--- config.mk ---
export PLATFORM = sky130hd
export DESIGN_NAME = bch_frame_scheduler
export DESIGN_NICKNAME = d
export VERILOG_FILES = /design/src/rtl/bch_frame_scheduler.sv
export SDC_FILE = /design/constraint.sdc
export NUM_CORES = 1
export LEC_CHECK = 0
export BUFFER_PORTS_ARGS = -buffer_cell sky130_fd_sc_hd__buf_2
export CAP_MARGIN = 20
export CORE_MARGIN = 2
export CORE_UTILIZATION = 60
export CTS_CLUSTER_SIZE = 8
export DETAILED_ROUTE_END_ITERATION = 8
export GPL_ROUTABILITY_DRIVEN = 0
export GPL_TIMING_DRIVEN = 0
export PLACE_DENSITY = 0.77
export RECOVER_POWER = 50
export SYNTH_ARGS = -nofsm -noshare
export SYNTH_HDL_FRONTEND = slang
export SYNTH_SLANG_ARGS = --single-unit
export TNS_END_PERCENT = 1
--- constraint.sdc ---
create_clock -name clk -period 6.1 [get_ports clk]
set_clock_uncertainty 0.1 [all_clocks]
set_input_delay 0 -clock clk [delete_from_list [all_inputs] [get_ports clk]]
set_output_delay 0 -clock clk [all_outputs]
set_load 0.01 [all_outputs]
--- src/rtl/bch_frame_scheduler.sv ---
// Purpose: frames a serial bit stream into N-bit codewords (ping-pong banks), feeds the BCH decoder,
//          collects error-location strobes and unloads each codeword with located bits flipped.
// Latency: first out_valid one cycle after dec_done (or after the ST_WAIT timeout expires).
// Backpressure: in_ready low while the write bank is full; dec_ready and out_ready stall feed/unload.
// Optional build macro BCH_SCHED_STATS_EN adds the stat_frames/stat_corrected/stat_failed counters.
module bch_frame_scheduler #(
  parameter int N       = 63,
  parameter int T       = 2,
  parameter int TIMEOUT = 255
) (
  input  logic       clk,
  input  logic       rst,
  input  logic       in_valid,
  input  logic       in_data,
  output logic       in_ready,
  output logic       dec_start,
  output logic       dec_valid,
  output logic       dec_data,
  input  logic       dec_ready,
  input  logic       dec_loc_valid,
  input  logic [5:0] dec_loc,
  input  logic       dec_done,
  input  logic       dec_fail,
  output logic       out_valid,
  output logic       out_data,
  input  logic       out_ready,
  output logic       out_last,
  output logic       out_fail
`ifdef BCH_SCHED_STATS_EN
  ,
  output logic [15:0] stat_frames,
  output logic [15:0] stat_corrected,
  output logic [15:0] stat_failed
`endif
);

  // loc_cnt must hold 0..T+1 (saturation value marks "too many strobes")
  localparam int LCW = $clog2(T + 2);

  typedef enum logic [1:0] {
    ST_IDLE   = 2'd0,
    ST_FEED   = 2'd1,
    ST_WAIT   = 2'd2,
    ST_UNLOAD = 2'd3
  } state_t;

  logic [N-1:0]   bank_q [2];
  logic [N-1:0]   bank_d [2];
  logic [1:0]     full_q, full_d, full_set, full_clr;
  logic [5:0]     wr_cnt_q, wr_cnt_d;
  logic           wr_sel_q, wr_sel_d;
  logic           rd_sel_q, rd_sel_d;
  state_t         state_q, state_d;
  logic [5:0]     fd_cnt_q, fd_cnt_d;
  logic [5:0]     ul_cnt_q, ul_cnt_d;
  logic [N-1:0]   err_mask_q, err_mask_d;
  logic [LCW-1:0] loc_cnt_q, loc_cnt_d;
  logic [7:0]     timer_q, timer_d;
  logic           fail_q, fail_d;
  logic           frame_end;

  assign in_ready = ~full_q[wr_sel_q];

  // Write side: store accepted bit, close the bank after bit N-1 and move to the other bank
  always_comb begin
    bank_d   = bank_q;
    wr_cnt_d = wr_cnt_q;
    wr_sel_d = wr_sel_q;
    full_set = 2'b00;
    if (in_valid && in_ready) begin
      bank_d[wr_sel_q][wr_cnt_q] = in_data;
      if (wr_cnt_q == 6'(N - 1)) begin
        wr_cnt_d           = 6'd0;
        full_set[wr_sel_q] = 1'b1;
        wr_sel_d           = ~wr_sel_q;
      end else begin
        wr_cnt_d = wr_cnt_q + 6'd1;
      end
    end
  end

  // Freeing and filling always hit different banks, so set and clear never overlap
  assign full_d = (full_q | full_set) & ~full_clr;

  // Read FSM: feed decoder, gather error locations, unload corrected codeword
  always_comb begin
    state_d    = state_q;
    rd_sel_d   = rd_sel_q;
    fd_cnt_d   = fd_cnt_q;
    ul_cnt_d   = ul_cnt_q;
    err_mask_d = err_mask_q;
    loc_cnt_d  = loc_cnt_q;
    timer_d    = timer_q;
    fail_d     = fail_q;
    full_clr   = 2'b00;
    frame_end  = 1'b0;
    dec_start  = 1'b0;
    dec_valid  = 1'b0;
    dec_data   = 1'b0;
    out_valid  = 1'b0;
    out_data   = 1'b0;
    out_last   = 1'b0;
    out_fail   = 1'b0;
    case (state_q)
      ST_IDLE: begin
        if (full_q[rd_sel_q]) begin
          state_d  = ST_FEED;
          fd_cnt_d = 6'd0;
        end
      end
      ST_FEED: begin
        dec_valid = 1'b1;
        dec_data  = bank_q[rd_sel_q][fd_cnt_q];
        dec_start = (fd_cnt_q == 6'd0);
        if (dec_ready) begin
          if (fd_cnt_q == 6'(N - 1)) begin
            fd_cnt_d   = 6'd0;
            state_d    = ST_WAIT;
            err_mask_d = '0;
            loc_cnt_d  = '0;
            timer_d    = 8'd0;
            fail_d     = 1'b0;
          end else begin
            fd_cnt_d = fd_cnt_q + 6'd1;
          end
        end
      end
      ST_WAIT: begin
        timer_d = timer_q + 8'd1;
        if (dec_loc_valid) begin
          if ((loc_cnt_q < LCW'(T)) && (dec_loc < 6'(N))) begin
            err_mask_d[dec_loc] = 1'b1;
          end else begin
            fail_d = 1'b1;
          end
          if (loc_cnt_q != LCW'(T + 1)) begin
            loc_cnt_d = loc_cnt_q + LCW'(1);
          end
        end
        // A strobe in the dec_done cycle is already folded into fail_d/err_mask_d above
        if (dec_done) begin
          state_d  = ST_UNLOAD;
          ul_cnt_d = 6'd0;
          fail_d   = fail_d | dec_fail;
        end else if (timer_q == 8'(TIMEOUT)) begin
          state_d  = ST_UNLOAD;
          ul_cnt_d = 6'd0;
          fail_d   = 1'b1;
        end
      end
      ST_UNLOAD: begin
        out_valid = 1'b1;
        out_data  = bank_q[rd_sel_q][ul_cnt_q] ^ (~fail_q & err_mask_q[ul_cnt_q]);
        out_fail  = fail_q;
        out_last  = (ul_cnt_q == 6'(N - 1));
        if (out_ready) begin
          if (ul_cnt_q == 6'(N - 1)) begin
            ul_cnt_d           = 6'd0;
            full_clr[rd_sel_q] = 1'b1;
            rd_sel_d           = ~rd_sel_q;
            state_d            = ST_IDLE;
            frame_end          = 1'b1;
          end else begin
            ul_cnt_d = ul_cnt_q + 6'd1;
          end
        end
      end
      default: state_d = ST_IDLE;
    endcase
  end

  // State registers; reset drops every buffered and in-flight frame
  always_ff @(posedge clk or negedge rst) begin
    if (!rst) begin
      bank_q[0]  <= '0;
      bank_q[1]  <= '0;
      full_q     <= 2'b00;
      wr_cnt_q   <= 6'd0;
      wr_sel_q   <= 1'b0;
      rd_sel_q   <= 1'b0;
      state_q    <= ST_IDLE;
      fd_cnt_q   <= 6'd0;
      ul_cnt_q   <= 6'd0;
      err_mask_q <= '0;
      loc_cnt_q  <= '0;
      timer_q    <= 8'd0;
      fail_q     <= 1'b0;
    end else begin
      bank_q[0]  <= bank_d[0];
      bank_q[1]  <= bank_d[1];
      full_q     <= full_d;
      wr_cnt_q   <= wr_cnt_d;
      wr_sel_q   <= wr_sel_d;
      rd_sel_q   <= rd_sel_d;
      state_q    <= state_d;
      fd_cnt_q   <= fd_cnt_d;
      ul_cnt_q   <= ul_cnt_d;
      err_mask_q <= err_mask_d;
      loc_cnt_q  <= loc_cnt_d;
      timer_q    <= timer_d;
      fail_q     <= fail_d;
    end
  end

`ifdef BCH_SCHED_STATS_EN
  logic [15:0] stat_frames_q, stat_frames_d;
  logic [15:0] stat_corrected_q, stat_corrected_d;
  logic [15:0] stat_failed_q, stat_failed_d;

  assign stat_frames    = stat_frames_q;
  assign stat_corrected = stat_corrected_q;
  assign stat_failed    = stat_failed_q;

  // Saturating frame statistics, bumped when the last bit of a frame leaves
  always_comb begin
    stat_frames_d    = stat_frames_q;
    stat_corrected_d = stat_corrected_q;
    stat_failed_d    = stat_failed_q;
    if (frame_end) begin
      if (stat_frames_q != 16'hFFFF) stat_frames_d = stat_frames_q + 16'd1;
      if (fail_q) begin
        if (stat_failed_q != 16'hFFFF) stat_failed_d = stat_failed_q + 16'd1;
      end else if (loc_cnt_q != '0) begin
        if (stat_corrected_q != 16'hFFFF) stat_corrected_d = stat_corrected_q + 16'd1;
      end
    end
  end

  // Statistics registers, cleared only by reset
  always_ff @(posedge clk or negedge rst) begin
    if (!rst) begin
      stat_frames_q    <= 16'd0;
      stat_corrected_q <= 16'd0;
      stat_failed_q    <= 16'd0;
    end else begin
      stat_frames_q    <= stat_frames_d;
      stat_corrected_q <= stat_corrected_d;
      stat_failed_q    <= stat_failed_d;
    end
  end
`endif

endmodule

**Word level (Yosys, flattened, before mapping)**

Cells that the tools add are included.

- Magnitude comparators: 15
- Muxes and demuxes: 75
- Reduce and logical (&&, ||, !) cells: 20
- Equal/unequal tests: 17
- Bitwise operators: 13
- Add/subtract/negate cells: 5

Operators with widths:

| kind | count |
|---|---|
| $mux 63 | 8 |
| $bwmux 126 | 1 |
| $pmux 63 s2 | 1 |
| $demux 63 s1 | 1 |
| $or 63x63->63 | 1 |
| $mux 6 | 8 |
| $mux 2 | 16 |
| $lt 6x7->1 const B | 4 |
| $mux 1 | 25 |
| $pmux 6 s2 | 2 |
| $add 6x1->6 const B | 3 |
| $bmux 1 s6 | 3 |
| $eq 6x6->1 const B | 3 |
| $ne 2x2->1 const B | 9 |
| $mux 8 | 2 |
| $pmux 8 s2 | 1 |
| $demux 1 s6 | 2 |
| $ge 6x1->1 const B | 2 |
| $reduce_and 3->1 | 4 |
| $reduce_and 5->1 | 2 |
| $add 8x1->8 const B | 1 |
| $eq 8x8->1 const B | 1 |
| $pmux 2 s4 | 1 |
| $logic_and 1x1->1 | 7 |
| 26 further kinds | 37 |

- Output and inout bits: 8
- Logic and storage cells: 158
- Input port bits: 15
- Bits in registers: 224

**Logic depth before layout (Yosys ltp)**

Gate-level depths: netlist of the first run.

- Depth after elaboration: 9
- Mapped depth: 12
- Depth with buffers taken out: 8

**Least setup slack after synthesis of the first run**

Ideal clock, no wire load.

- Path kind: register -> register
- Start point: reg fd_cnt_q[0]
- End point: reg err_mask_q[57]
- Arrival time: 2.337 ns
- Clock period less this slack: 2.510 ns
- Data required time: 5.927 ns
- Cell stages (with the launch flop): 12
- Library setup time: 0.073 ns
- Buffers on the path: 3
- Path slack: 3.590 ns
- Path through: dfrtp_1 > clkbuf_1 > clkbuf_1 > inv_1 > ha_1 > nand3_1 > o31a_1 > a211oi_1 > buf_2 > nor2b_1 > a21oi_1 > nor2_1

- Word-level cells in the longest chain between the ends: 3

RTL lines:

| item | RTL line | source |
|---|---|---|
| from (decl) | 54 | `logic [5:0] fd_cnt_q, fd_cnt_d;` |
| from (signal assigned) | 196 | `fd_cnt_q <= fd_cnt_d;` |
| $eq 6x6->1 | 116 | `if (fd_cnt_q == 6'(N - 1)) begin` |
| $ne 2x2->1 (no line) | - |  |
| $reduce_and 5->1 (no line) | - |  |
| to (signal assigned) | 198 | `err_mask_q <= err_mask_d;` |
| to (decl) | 56 | `logic [N-1:0] err_mask_q, err_mask_d;` |

Every way passes these cells.
A chain may end at the register's enable or synchronous reset.

**Final worst setup path of the first run**

- Start point: reg fd_cnt_q[0]
- End point: reg err_mask_q[47]

Same word-level chain as after synthesis.

==> results by group, run 1 <==
Yosys
  • EDFF count, synth: 0
  • Post-synthesis compound-gate area fraction: 0.07305
  • Mux share of post-synthesis cell area: 0.2837
  • Number of synthesized register bits: ~220
  • Post-synth top area cell: dfrtp_1
  • Synth Area in Simple Gates: 0.1364
  • Unique masters post-synth: 58
  • Ys Warns: 0
  • Synth Area in XOR/XNOR: 0.005635
  • Adder-cell share of the synthesized area: 0.01409
  • Share of the synthesized area in the top cell type: 0.4508
  • Dominant synthesized flop cell: dfrtp_1
  • Sequential area share after synthesis: 0.4508
  • Combinational family with the most area after synthesis: multiplexers
  • Top cells by area, synth: dfrtp_1, mux4_2, mux2_2
  • Mean Syn Cell Area: approximately 11 um^2
  • Nets in the synthesized netlist: approximately 1.1k
  • Post-synth ARST share: 1.000
  • Cell Area, Synth: 12430 um^2
  • Synth Instances: about 1.1k

Power and ir drop
  • Switch Pwr: about 2.1 mW
  • Switch share: 0.3674
  • Pint: between 3 and 4 mW
  • Sequential share of power: 0.368
  • Worst ir drop on vdd: 251.0 uV
  • Clock Power Share: 0.267
  • Comb power frac: 0.365
  • Leak: roughly 6 nW
  • Pwr Density: 402.6 nW/um^2

Worst setup path
  • CP required: 6.46 ns
  • Worst path cell trace: clkbuf_1 > clkbuf_1 > inv_1 > ha_1 > nand3_1 > o31a_1 > a211oi_1 > nor2b_1 > clkbuf_1 > a31oi_1 > dlygate4sd3_1 > nor2_1
  • Reg2reg start: fd_cnt_q[0]
  • Worst path most repeated cell: clkbuf_1
  • Critical path launch point: fd_cnt_q[0]
  • Endpoint class of the critical path: register
  • Worst r2r dst: err_mask_q[47]
  • Max stage delay cell, worst path: a211oi_1
  • Critical path type: reg -> reg
  • WP data arrival: roughly 4.5 ns
  • CP max FO: 10
  • Startpoint types: register
  • Worst setup path endpoint: err_mask_q[47]
  • R2R depth: 12
  • R2r setup slk: a little over 2 ns
  • Crit-path max cell delay: 0.58 ns

CTS
  • H-tree depth: 1
  • Clock slew at reported path FFs: 0.05 ns
  • Clock sinks: about 220
  • Clk root buf: clkbuf_16
  • Clock latency at the later pin of the worst-skew pair: around 0.56 ns
  • CTS max path bufs: 3
  • CTS Buf Count: 31
  • CTS tree: built
  • Post_cts resized: 0

Detailed routing
  • Vias: about 9.8k
  • Initial DRC count: about 1.2k
  • Drt drc: 0
  • Routed Antenna Nets: 0
  • Vias per cell: just under 7
  • WL final: between 30 and 40 mm
  • Routed wire length per instance: about 25 um
  • DR pass1 iterations: 6

Cells and area
  • Area Overhead vs Synth: 11.64%
  • Register area: between 5000 and 6000 um^2
  • Multi-input logic area: around 6400 um^2
  • Ant. Diodes: 0
  • Layout cells sized above 1: 0.2515
  • Core Util, Final: 0.6839
  • Fill count: between 1.5k and 2k
  • Layout Cells excl Fill: ~1.5k
  • Final instance area: about 14000 um^2
  • Layout Nets: roughly 1.2k

STA
  • Fin Hold WS: -0.05727 ns
  • Minimum clock period: 4.089 ns
  • Slew of the pin with the lowest slew margin: approximately 2.8 ns
  • Max Slew Vio Count: roughly 120
  • RSZ-0062 raised after global routing: no
  • Final Hold Violating Endpoints: 14
  • Slew headroom: -0.8840
  • Period utilization: 0.6703
  • Post-Route Setup TNS: 0 ns
  • Fmax: 244.6 MHz
  • Setup Viol. Count Final: 0

Run status
  • Status: complete, but fails checks
  • Failing checks: hold timing, capacitance limit, slew limit

Floorplan
  • Die Ht: between 100 and 150 um
  • Row count: 52
  • Io pins: 23
  • Chip width: 148.0 um
  • Initial Util: 0.6125
  • Die ar.: 21890 um^2
  • Area of the core: between 20000 and 25000 um^2

Placement
  • Placed cells: 1405
  • Area after DPL: about 13000 um^2
  • # port buffers: 15
  • Dpl hpwl: 24.24 mm

Global route
  • First-pass GRT wire length: 55.59 mm
  • Largest net degree at the start of global routing: between 100 and 150
  • Total gr overflow: 0
  • All-Layer GR Usage: 0.3335
  • Antenna violations before repair: 0
  • Vias in the first global route: just under 10k

Run
  • Max Cap Viol: 1

Worst hold path
  • Worst min-delay path category: in -> async
-- cell type report --
| class | count | share of cell area |
|---|---|---|
| Inverter | 15 | 0.004056 |
| Multi-Input combinational cell | 779 | 0.4612 |
| Timing Repair Buffer | 39 | 0.02226 |
| Clock buffer | 31 | 0.05588 |
| Tap cell | 270 | 0.02434 |
| Sequential cell | 224 | 0.4038 |
| Buffer | 93 | 0.02848 |
-- routing by layer --
layer | GRT usage | vias up | routed length (um)
met5 | 0 | - | 0
met4 | 0.1524 | 0 | 1881
met3 | 0.08889 | 132 | 4110
met2 | 0.5056 | 622 | 15900
met1 | 0.4561 | 4883 | 13770
li1 | - | 4156 | -
-- worst min path at each step --
stage               startpoint         end  cells past startpoint
floorplan                  rst   bank_q[0]                      0
global placement     out_ready   full_q[1]                      2
detailed placement         rst  bank_q[89]                      1
CTS                        rst  bank_q[89]                      2
global route               rst  bank_q[89]                      2
finish                     rst  bank_q[87]                      2
-- power groups by stage --
| stage | registers (mW) | clock network (mW) | logic (mW) |
|---|---|---|---|
| finish | 2.06 | 1.49 | 2.04 |
| global placement | 2.04 | 0 | 1.91 |
| global route | 2.09 | 1.54 | 2.19 |
| floorplan | 1.98 | 0 | 1.42 |
| CTS | 2.04 | 1.49 | 2.00 |
| detailed placement | 2.06 | 0 | 1.98 |
-- cell usage in the layout, fill, tap and decap left out, types with 3 or more instances in the layout --
| master | n |
|---|---|
| dfrtp_1 | 224 |
| nor2_1 | 145 |
| mux2_2 | 129 |
| nand2_1 | 125 |
| mux4_2 | 85 |
| clkbuf_1 | 72 |
| a31oi_1 | 39 |
| a21oi_1 | 33 |
| o21ai_0 | 31 |
| clkbuf_16 | 31 |
| buf_2 | 23 |
| nand3_1 | 19 |
| mux2i_1 | 16 |
| nor3_1 | 15 |
| dlygate4sd3_1 | 15 |
| ha_1 | 14 |
| inv_1 | 12 |
| and3_1 | 12 |
| nor2b_1 | 12 |
| nand2b_1 | 11 |
| nor3b_1 | 7 |
| buf_4 | 6 |
| buf_1 | 6 |
| o22ai_1 | 6 |
| nand4_1 | 5 |
| a22oi_1 | 5 |
| o31ai_1 | 5 |
| and3b_1 | 5 |
| xor2_1 | 5 |
| buf_6 | 5 |
| and2_1 | 4 |
| or2_2 | 4 |
| a211oi_1 | 4 |
| a32oi_1 | 3 |
| nand3b_1 | 3 |
| clkbuf_2 | 3 |
| nor3_2 | 3 |
| xnor2_1 | 3 |
-- worst max-delay path: cells and delay by family, from the launching register on --
kind	cells	cell delay, ns
buffers and inverters	5	1.94
AOI/OAI and AO/OA	3	1.01
and+or+nand+nor	3	0.39
DFF	1	0.38
adders and majority gates	1	0.16
-- kinds of logic (layout without fill, tap and decap cells) --
family,after synthesis,count (layout)
AND/OR/NAND/NOR,380,380
XOR/XNOR,8,8
AO/OA/AOI/OAI,147,147
adder cells (fa/ha/maj),14,14
multiplexers,230,230
flip-flops,224,224
buffers and inverters,108,178
-- cell usage after synthesis (all sizes together) (5+ instances only) --
cell type	n
nand2	125
nand4	5
ha	14
o22ai	6
nor2b	12
dfrtp	224
o31ai	5
a31oi	39
mux2	129
inv	13
nor2	145
nand3	19
nand2b	11
and3b	5
a22oi	5
clkbuf	70
buf	23
nor3	18
and3	12
o21ai	33
a21oi	33
mux2i	16
mux4	85
nor3b	9
xor2	5
-- sequential cells by signal, indices dropped and copies added, names as in the netlist --
signal / cells
wr_sel_q: 1
full_q: 2
wr_cnt_q: 6
ul_cnt_q: 6
rd_sel_q: 1
fd_cnt_q: 6
state_q: 2
timer_q: 8
fail_q: 1
bank_q: 126
err_mask_q: 63
loc_cnt_q: 2
-- through the flow --
stage	power [mW]	worst slack, ns
3_3_place_gp	3.950	0.9919
2_1_floorplan	3.394	3.590
5_1_grt	5.818	1.852
4_1_cts	5.533	2.104
6_report	5.588	2.011
3_5_place_dp	4.036	2.470
-- timing repair --
| item | in CTS | in global routing |
|---|---|---|
| setup buffers | 0 | 0 |
| hold buffers | 15 | 0 |
| hold endpoints to repair | 141 | 0 |
(Power assumes the default switching activity.)
==> inputs of run 2 (changes only) <==
Settings changed: ABC_AREA set to 1.
Clock period 6.1 ns to 4.25 ns, I/O delays scaled along.
==> run 2 against run 1 <==
Against the previous run:
- the run ends with capacitance limit, slew limit left
- non-clock buffer count fell by 6
- first-iteration DRC count up 27%
- final cell count rose by 47%
==> results by group, run 2 <==
Run status
  • Status: complete, but fails checks
  • Failing checks: capacitance limit, slew limit

Cells and area
  • Most frequent cells in the layout: nand2_1, dfrtp_1, nor2_1
  • Layout Nets: 1886
  • Largest register by flop count: bank_q
  • Area Overhead vs Synth: 11.54%
  • Layout cells sized above 1: 0.05927
  • Ant. Diodes: 0
  • Final instance area: 14280 um^2
  • Largest registers: bank_q x126, err_mask_q x63, timer_q x8
  • Max FFs per register: approximately 130
  • Layout Cells excl Fill: between 2k and 2.5k
  • Most common cell after layout, fill and taps aside: nand2_1

Worst setup path
  • CP required: 4.63 ns
  • R2R depth: 15
  • Endpoint class of the critical path: register
  • Reg2reg start: fd_cnt_q[0]
  • Critical path type: reg -> reg
  • Startpoint types: register
  • R2r setup slk: about 0.78 ns
  • Worst r2r dst: err_mask_q[53]
  • Worst setup path endpoint: err_mask_q[53]
  • Critical path launch point: fd_cnt_q[0]
  • WP data arrival: ~3.9 ns
  • CP max FO: 11

Yosys
  • Post-synth ARST share: 1.000
  • Adder-cell share of the synthesized area: 0.01368
  • Sequential area share after synthesis: 0.4378
  • Number of synthesized register bits: roughly 220
  • Synth Area in Simple Gates: 0.3062
  • Post-synthesis compound-gate area fraction: 0.1288
  • Synth Area in XOR/XNOR: 0.001368
  • Post-synth top area cell: dfrtp_1
  • Commonest cells in the netlist: nand2_1, dfrtp_1, nor2_1
  • Most common cell in the netlist: nand2_1
  • Unique masters post-synth: 42
  • Share of the synthesized area in the top cell type: 0.4378
  • Synth Instances: between 1.5k and 2k
  • Mux share of post-synthesis cell area: 0.02111
  • Ys Warns: 0
  • Mean Syn Cell Area: 7.189 um^2
  • Top cells by area, synth: dfrtp_1, nand2_1, nand3_1
  • EDFF count, synth: 0
  • Cell Area, Synth: around 13000 um^2
  • Nets in the synthesized netlist: roughly 1.8k
  • Dominant synthesized flop cell: dfrtp_1
  • Combinational family with the most area after synthesis: simple AND/OR/NAND/NOR gates

Placement
  • Area after DPL: 13290 um^2
  • Placed cells: between 2k and 2.5k
  • Post-placement setup slack: approximately 0.95 ns
  • # port buffers: 21
  • Dpl hpwl: a little under 30 mm

Power and ir drop
  • Pwr Density: 494.8 nW/um^2
  • PnR Total Power: between 7 and 8 mW
  • Leak: 7.567 nW
  • Worst ir drop on vdd: roughly 350 uV

CTS
  • Clock slew at reported path FFs: ~0.06 ns
  • Clock sinks: approximately 220
  • CTS Buf Count: 31
  • CTS max path bufs: 3
  • Clock latency at the later pin of the worst-skew pair: 0.56 ns
  • H-tree depth: 1
  • Clk root buf: clkbuf_16
  • CTS tree: built

STA
  • Minimum clock period: between 3 and 4 ns
  • Slew headroom: -0.7522
  • Final Hold Violating Endpoints: 0
  • Final setup margin: between 0.7 and 0.8 ns
  • Setup Viol. Count Final: 0
  • RSZ-0062 raised after global routing: no
  • Fmax: around 290 MHz
  • Max Slew Vio Count: ~100
  • Period utilization: 0.8173
  • Slew of the pin with the lowest slew margin: around 2.6 ns

Worst hold path
  • Worst min-delay path category: in -> reg
  • Worst hold path depth: 3

Floorplan
  • Chip width: ~150 um
  • Initial Util: 0.6110
  • Row count: between 50 and 60
  • Die ar.: ~23000 um^2
  • Io pins: 23
  • Area of the core: 20960 um^2
  • Die Ht: 150.1 um

Detailed routing
  • Routed Antenna Nets: 0
  • Drt drc: 0
  • DR pass1 iterations: 6
  • Vias: ~13k
  • Initial DRC count: about 1.6k
  • WL final: roughly 43 mm
  • Vias per cell: between 6 and 7
  • Routed wire length per instance: between 20 and 25 um

Global route
  • Vias in the first global route: approximately 12k
  • Total gr overflow: 0
  • All-Layer GR Usage: 0.3855
  • Largest net degree at the start of global routing: between 100 and 150
  • First-pass GRT wire length: between 60 and 70 mm
  • Antenna violations before repair: 0

Run
  • Max Cap Viol: 1
run 2: cell types whose count changed in the layout (fill, tap and decap cells not counted), moves of 13 or more:
cell,previous run,this run
a21oi_1,33,184
clkbuf_1,72,59
inv_1,12,190
inv_2,1,21
mux2_2,129,0
mux4_2,85,0
nand2_1,125,443
nand3_1,19,188
nor2_1,145,218
o21ai_1,2,31
run 2: routing by layer:
layer / share of wire / wire, um / GRT usage
met5: 0 / 0 / 0
met3: 0.11 / 4637 / 0.08628
met4: 0.070 / 3021 / 0.2410
met1: 0.37 / 15950 / 0.4744
met2: 0.45 / 19320 / 0.6164
run 2: kinds of logic (layout without fill, tap and decap cells):
| logic type | count (synthesis) | in the layout |
|---|---|---|
| buffers and inverters | 298 | 373 |
| muxes | 27 | 27 |
| AOI/OAI and AO/OA | 306 | 306 |
| DFF | 224 | 224 |
| and+or+nand+nor | 910 | 910 |
| xor gates and xnor gates | 2 | 2 |
| adders and majority gates | 14 | 14 |
run 2: how the worst min path moves through the flow:
stage | to | slack [ns] | start
final | full_q[1] | 0.14 | out_ready
after global routing | full_q[1] | 0.16 | out_ready
after CTS | err_mask_q[15] | 0.01 | rst
after detailed placement | err_mask_q[33] | 0.0006 | rst
after global placement | full_q[1] | 0.16 | out_ready
after floorplan | bank_q[0] | -0.40 | rst
run 2: repair_timing:
item | in CTS | in global routing
hold buffers | 21 | 0
setup buffers | 0 | 0
hold endpoints to repair | 187 | 0
gates resized for setup | 0 | 0
run 2: where the power goes:
part | internal [mW] | switching (mW)
Sequential | 2.34 | 0.105
Combinational | 0.691 | 1.77
Clock | 1.27 | 0.890
run 2: worst max-delay path, stage by stage, from the launching register on:
cell,delay (ns)
dfrtp_1,0.43
inv_2,0.18
clkbuf_1,0.53
ha_1,0.28
nand2_1,0.08
nor2_1,0.12
nor2_1,0.09
nor2_4,0.12
o21ai_1,0.10
a21oi_2,0.17
o21ai_2,0.11
buf_12,0.20
nor2_8,0.15
nand2_1,0.06
dlygate4sd3_1,0.55
a21oi_1,0.12
run 2: per-stage QoR:
| stage | utilization | hold WS, ns | setup TNS [ns] |
|---|---|---|---|
| 3_5_place_dp | 0.6342 | 0.0006019 | 0 |
| 4_1_cts | 0.6822 | 0.01097 | 0 |
| 5_1_grt | 0.6815 | 0.1577 | 0 |
| 6_report | 0.6815 | 0.1427 | 0 |
| 2_1_floorplan | - | -0.3956 | 0 |
| 3_3_place_gp | 0.6324 | 0.1596 | -177.96 |
run 2: area by class of cell:
type	count	area, um^2
Tap cell	275	344.1
Fill cell	1809	6674
Sequential cell	224	5605
Inverter	215	807.0
Clock inverter	1	20.02
Multi-Input combinational cell	1259	6032
Clock buffer	31	775.7
Buffer	83	357.8
Timing Repair Buffer	43	339.1
==> inputs of run 3 (changes only) <==
Settings changed: ABC_AREA 1 to 0.
Clock period 4.25 ns to 3.37 ns, I/O delays scaled along.
==> run 3 against run 2 <==
Against the previous run:
- global-route usage down 5.1 points
- the run ends with capacitance limit, slew limit, setup timing left
- non-clock buffer count grew 6
- worst hold slack worse by 0.033 ns
- via count shrank 23%
- largest power group unchanged
- largest cell class unchanged
- sequential share of layout area increased by 0.84 points
- critical path type is now reg -> out
==> results by group, run 3 (synthesized netlist as in run 1, its figures left out) <==
Cells and area
  • Largest registers: bank_q x126, err_mask_q x63, timer_q x8
  • Max FFs per register: ~130
  • Most frequent cells in the layout: dfrtp_1, nor2_1, mux2_2
  • Layout cells sized above 1: 0.2642
  • Core Util, Final: 0.6889
  • Ant. Diodes: 0
  • Most common cell after layout, fill and taps aside: dfrtp_1
  • Largest register by flop count: bank_q
  • Layout Nets: about 1.2k
  • Area Overhead vs Synth: 12.46%

Worst setup path
  • CP max FO: 10
  • R2r setup slk: approximately 0.17 ns
  • Startpoint types: register
  • WP data arrival: ~3.3 ns
  • Critical path type: reg -> out
  • CP required: ~3.3 ns
  • Endpoint class of the critical path: output pin

STA
  • Max Slew Vio Count: 110
  • Fmax: roughly 300 MHz
  • Final setup margin: -0.001093 ns
  • Slew headroom: -0.9078
  • Minimum clock period: roughly 3.4 ns
  • Slew of the pin with the lowest slew margin: roughly 2.9 ns
  • Final Hold Violating Endpoints: 0
  • Period utilization: 1.000
  • RSZ-0062 raised after global routing: yes
  • Setup Viol. Count Final: 1

Power and ir drop
  • Switch share: 0.3675
  • Worst ir drop on vdd: roughly 450 uV
  • Sequential share of power: 0.366
  • Clock Power Share: 0.264
  • Pint: roughly 6.4 mW
  • Comb power frac: 0.370
  • Switch Pwr: around 3.7 mW
  • Leak: 6.118 nW
  • Pwr Density: about 730 nW/um^2

Global route
  • Total gr overflow: 0
  • Largest net degree at the start of global routing: 116
  • Vias in the first global route: 9839
  • All-Layer GR Usage: 0.3347
  • Antenna violations before repair: 0
  • First-pass GRT wire length: roughly 56 mm

Detailed routing
  • Routed Antenna Nets: 0
  • Routed wire length per instance: around 25 um
  • WL final: around 36 mm
  • Initial DRC count: 1213
  • Vias per cell: 6.775
  • Drt drc: 0
  • Vias: ~9.8k
  • DR pass1 iterations: 6

Floorplan
  • Area of the core: a little over 20000 um^2
  • Io pins: 23
  • Row count: 52
  • Chip width: 148.0 um
  • Initial Util: 0.6125
  • Die ar.: 21890 um^2
  • Die Ht: roughly 150 um

CTS
  • CTS max path bufs: 3
  • CTS Buf Count: 31
  • Clk root buf: clkbuf_16
  • Clock latency at the later pin of the worst-skew pair: approximately 0.55 ns
  • CTS tree: built
  • Clock sinks: approximately 220
  • Clock slew at reported path FFs: 0.05 ns
  • H-tree depth: 1

Run
  • Max Cap Viol: 1

Placement
  • Dpl hpwl: around 24 mm
  • Post-placement setup slack: -0.2599 ns
  • # port buffers: 15

Worst hold path
  • Worst min-delay path category: in -> reg

Run status
  • Failing checks: capacitance limit, slew limit, setup timing
  • Status: complete, but fails checks
run 3: cell types whose count changed in the layout (fill, tap and decap cells not counted), moves of 11 or more:
cell | before | now
mux4_2 | 0 | 85
nor2_1 | 218 | 145
and3_1 | 0 | 12
nand2_1 | 443 | 125
nand3_1 | 188 | 19
buf_2 | 35 | 20
nor2b_1 | 0 | 12
nand2b_1 | 0 | 11
inv_2 | 21 | 1
inv_1 | 190 | 12
o21ai_1 | 31 | 3
a21oi_1 | 184 | 33
mux2i_1 | 27 | 14
mux2_2 | 0 | 129
run 3: area by class of cell:
class / instances / area [um^2]
multi-input cells: 779 / 6420
fillers: 1488 / 6316
flip-flops and latches: 224 / 5605
clock buffers: 31 / 775.7
plain buffers: 93 / 464.2
well taps: 270 / 337.8
repair buffers: 39 / 322.8
inverters: 15 / 57.56
run 3: repair_timing:
| action | CTS | global route |
|---|---|---|
| setup endpoints to repair | 72 | 49 |
| hold buffers | 15 | 0 |
| buffers inserted | 0 | 0 |
| gates cloned | 0 | 0 |
| hold endpoints to repair | 141 | 0 |
| gates resized for setup | 25 | 10 |
| pin swaps | 0 | 2 |
run 3: worst paths after layout:
kind,start,end,cells past startpoint
worst max-delay path,rd_sel_q,out_data,9
max in group asynchronous,rst,timer_q[1],2
min in group asynchronous,rst,bank_q[87],2
worst min register to register,err_mask_q[6],err_mask_q[6],2
worst min-delay path,dec_done,ul_cnt_q[1],5
worst max register to register,fd_cnt_q[0],err_mask_q[20],11
run 3: worst max-delay path, stage by stage, from the launching register on:
cell and delay [ns]:
dfrtp_1 0.32, buf_4 0.18, buf_6 0.22, buf_4 0.29, mux4_2 0.56, a211o_1 0.33, a21oi_1 0.16, o211a_1 0.21
mux2i_2 0.27, buf_2 0.17
run 3: power by group through the flow:
| stage | clock [mW] | combinational, mW | sequential [mW] |
|---|---|---|---|
| finish | 2.69 | 3.78 | 3.73 |
| global route | 2.79 | 4.04 | 3.78 |
| CTS | 2.70 | 3.65 | 3.70 |
| detailed placement | 0 | 3.58 | 3.73 |
| global placement | 0 | 3.46 | 3.69 |
| floorplan | 0 | 2.57 | 3.58 |
run 3: routing by layer:
metal / global-route usage / vias to the layer above / wire length (um)
li1: - / 4167 / -
met1: 0.4633 / 4966 / 14040
met2: 0.5127 / 564 / 16310
met3: 0.07870 / 134 / 3777
met4: 0.1462 / 0 / 1718
met5: 0 / - / 0
run 3: metrics by stage:
step           power, mW  instance area [um^2]  hold slack, ns    TNS, ns  std cells
5_1_grt            10.61                 13980          0.1486    -0.1382       1451
4_1_cts            10.05                 13970         0.04136   -0.01691       1451
3_5_place_dp       7.305                 12980         0.01713     -13.79       1405
2_1_floorplan      6.144                 12430         -0.3956          0       1111
6_report           10.19                 13980          0.1099  -0.001093       1451
3_3_place_gp       7.150                 12850          0.2009    -394.45       1396
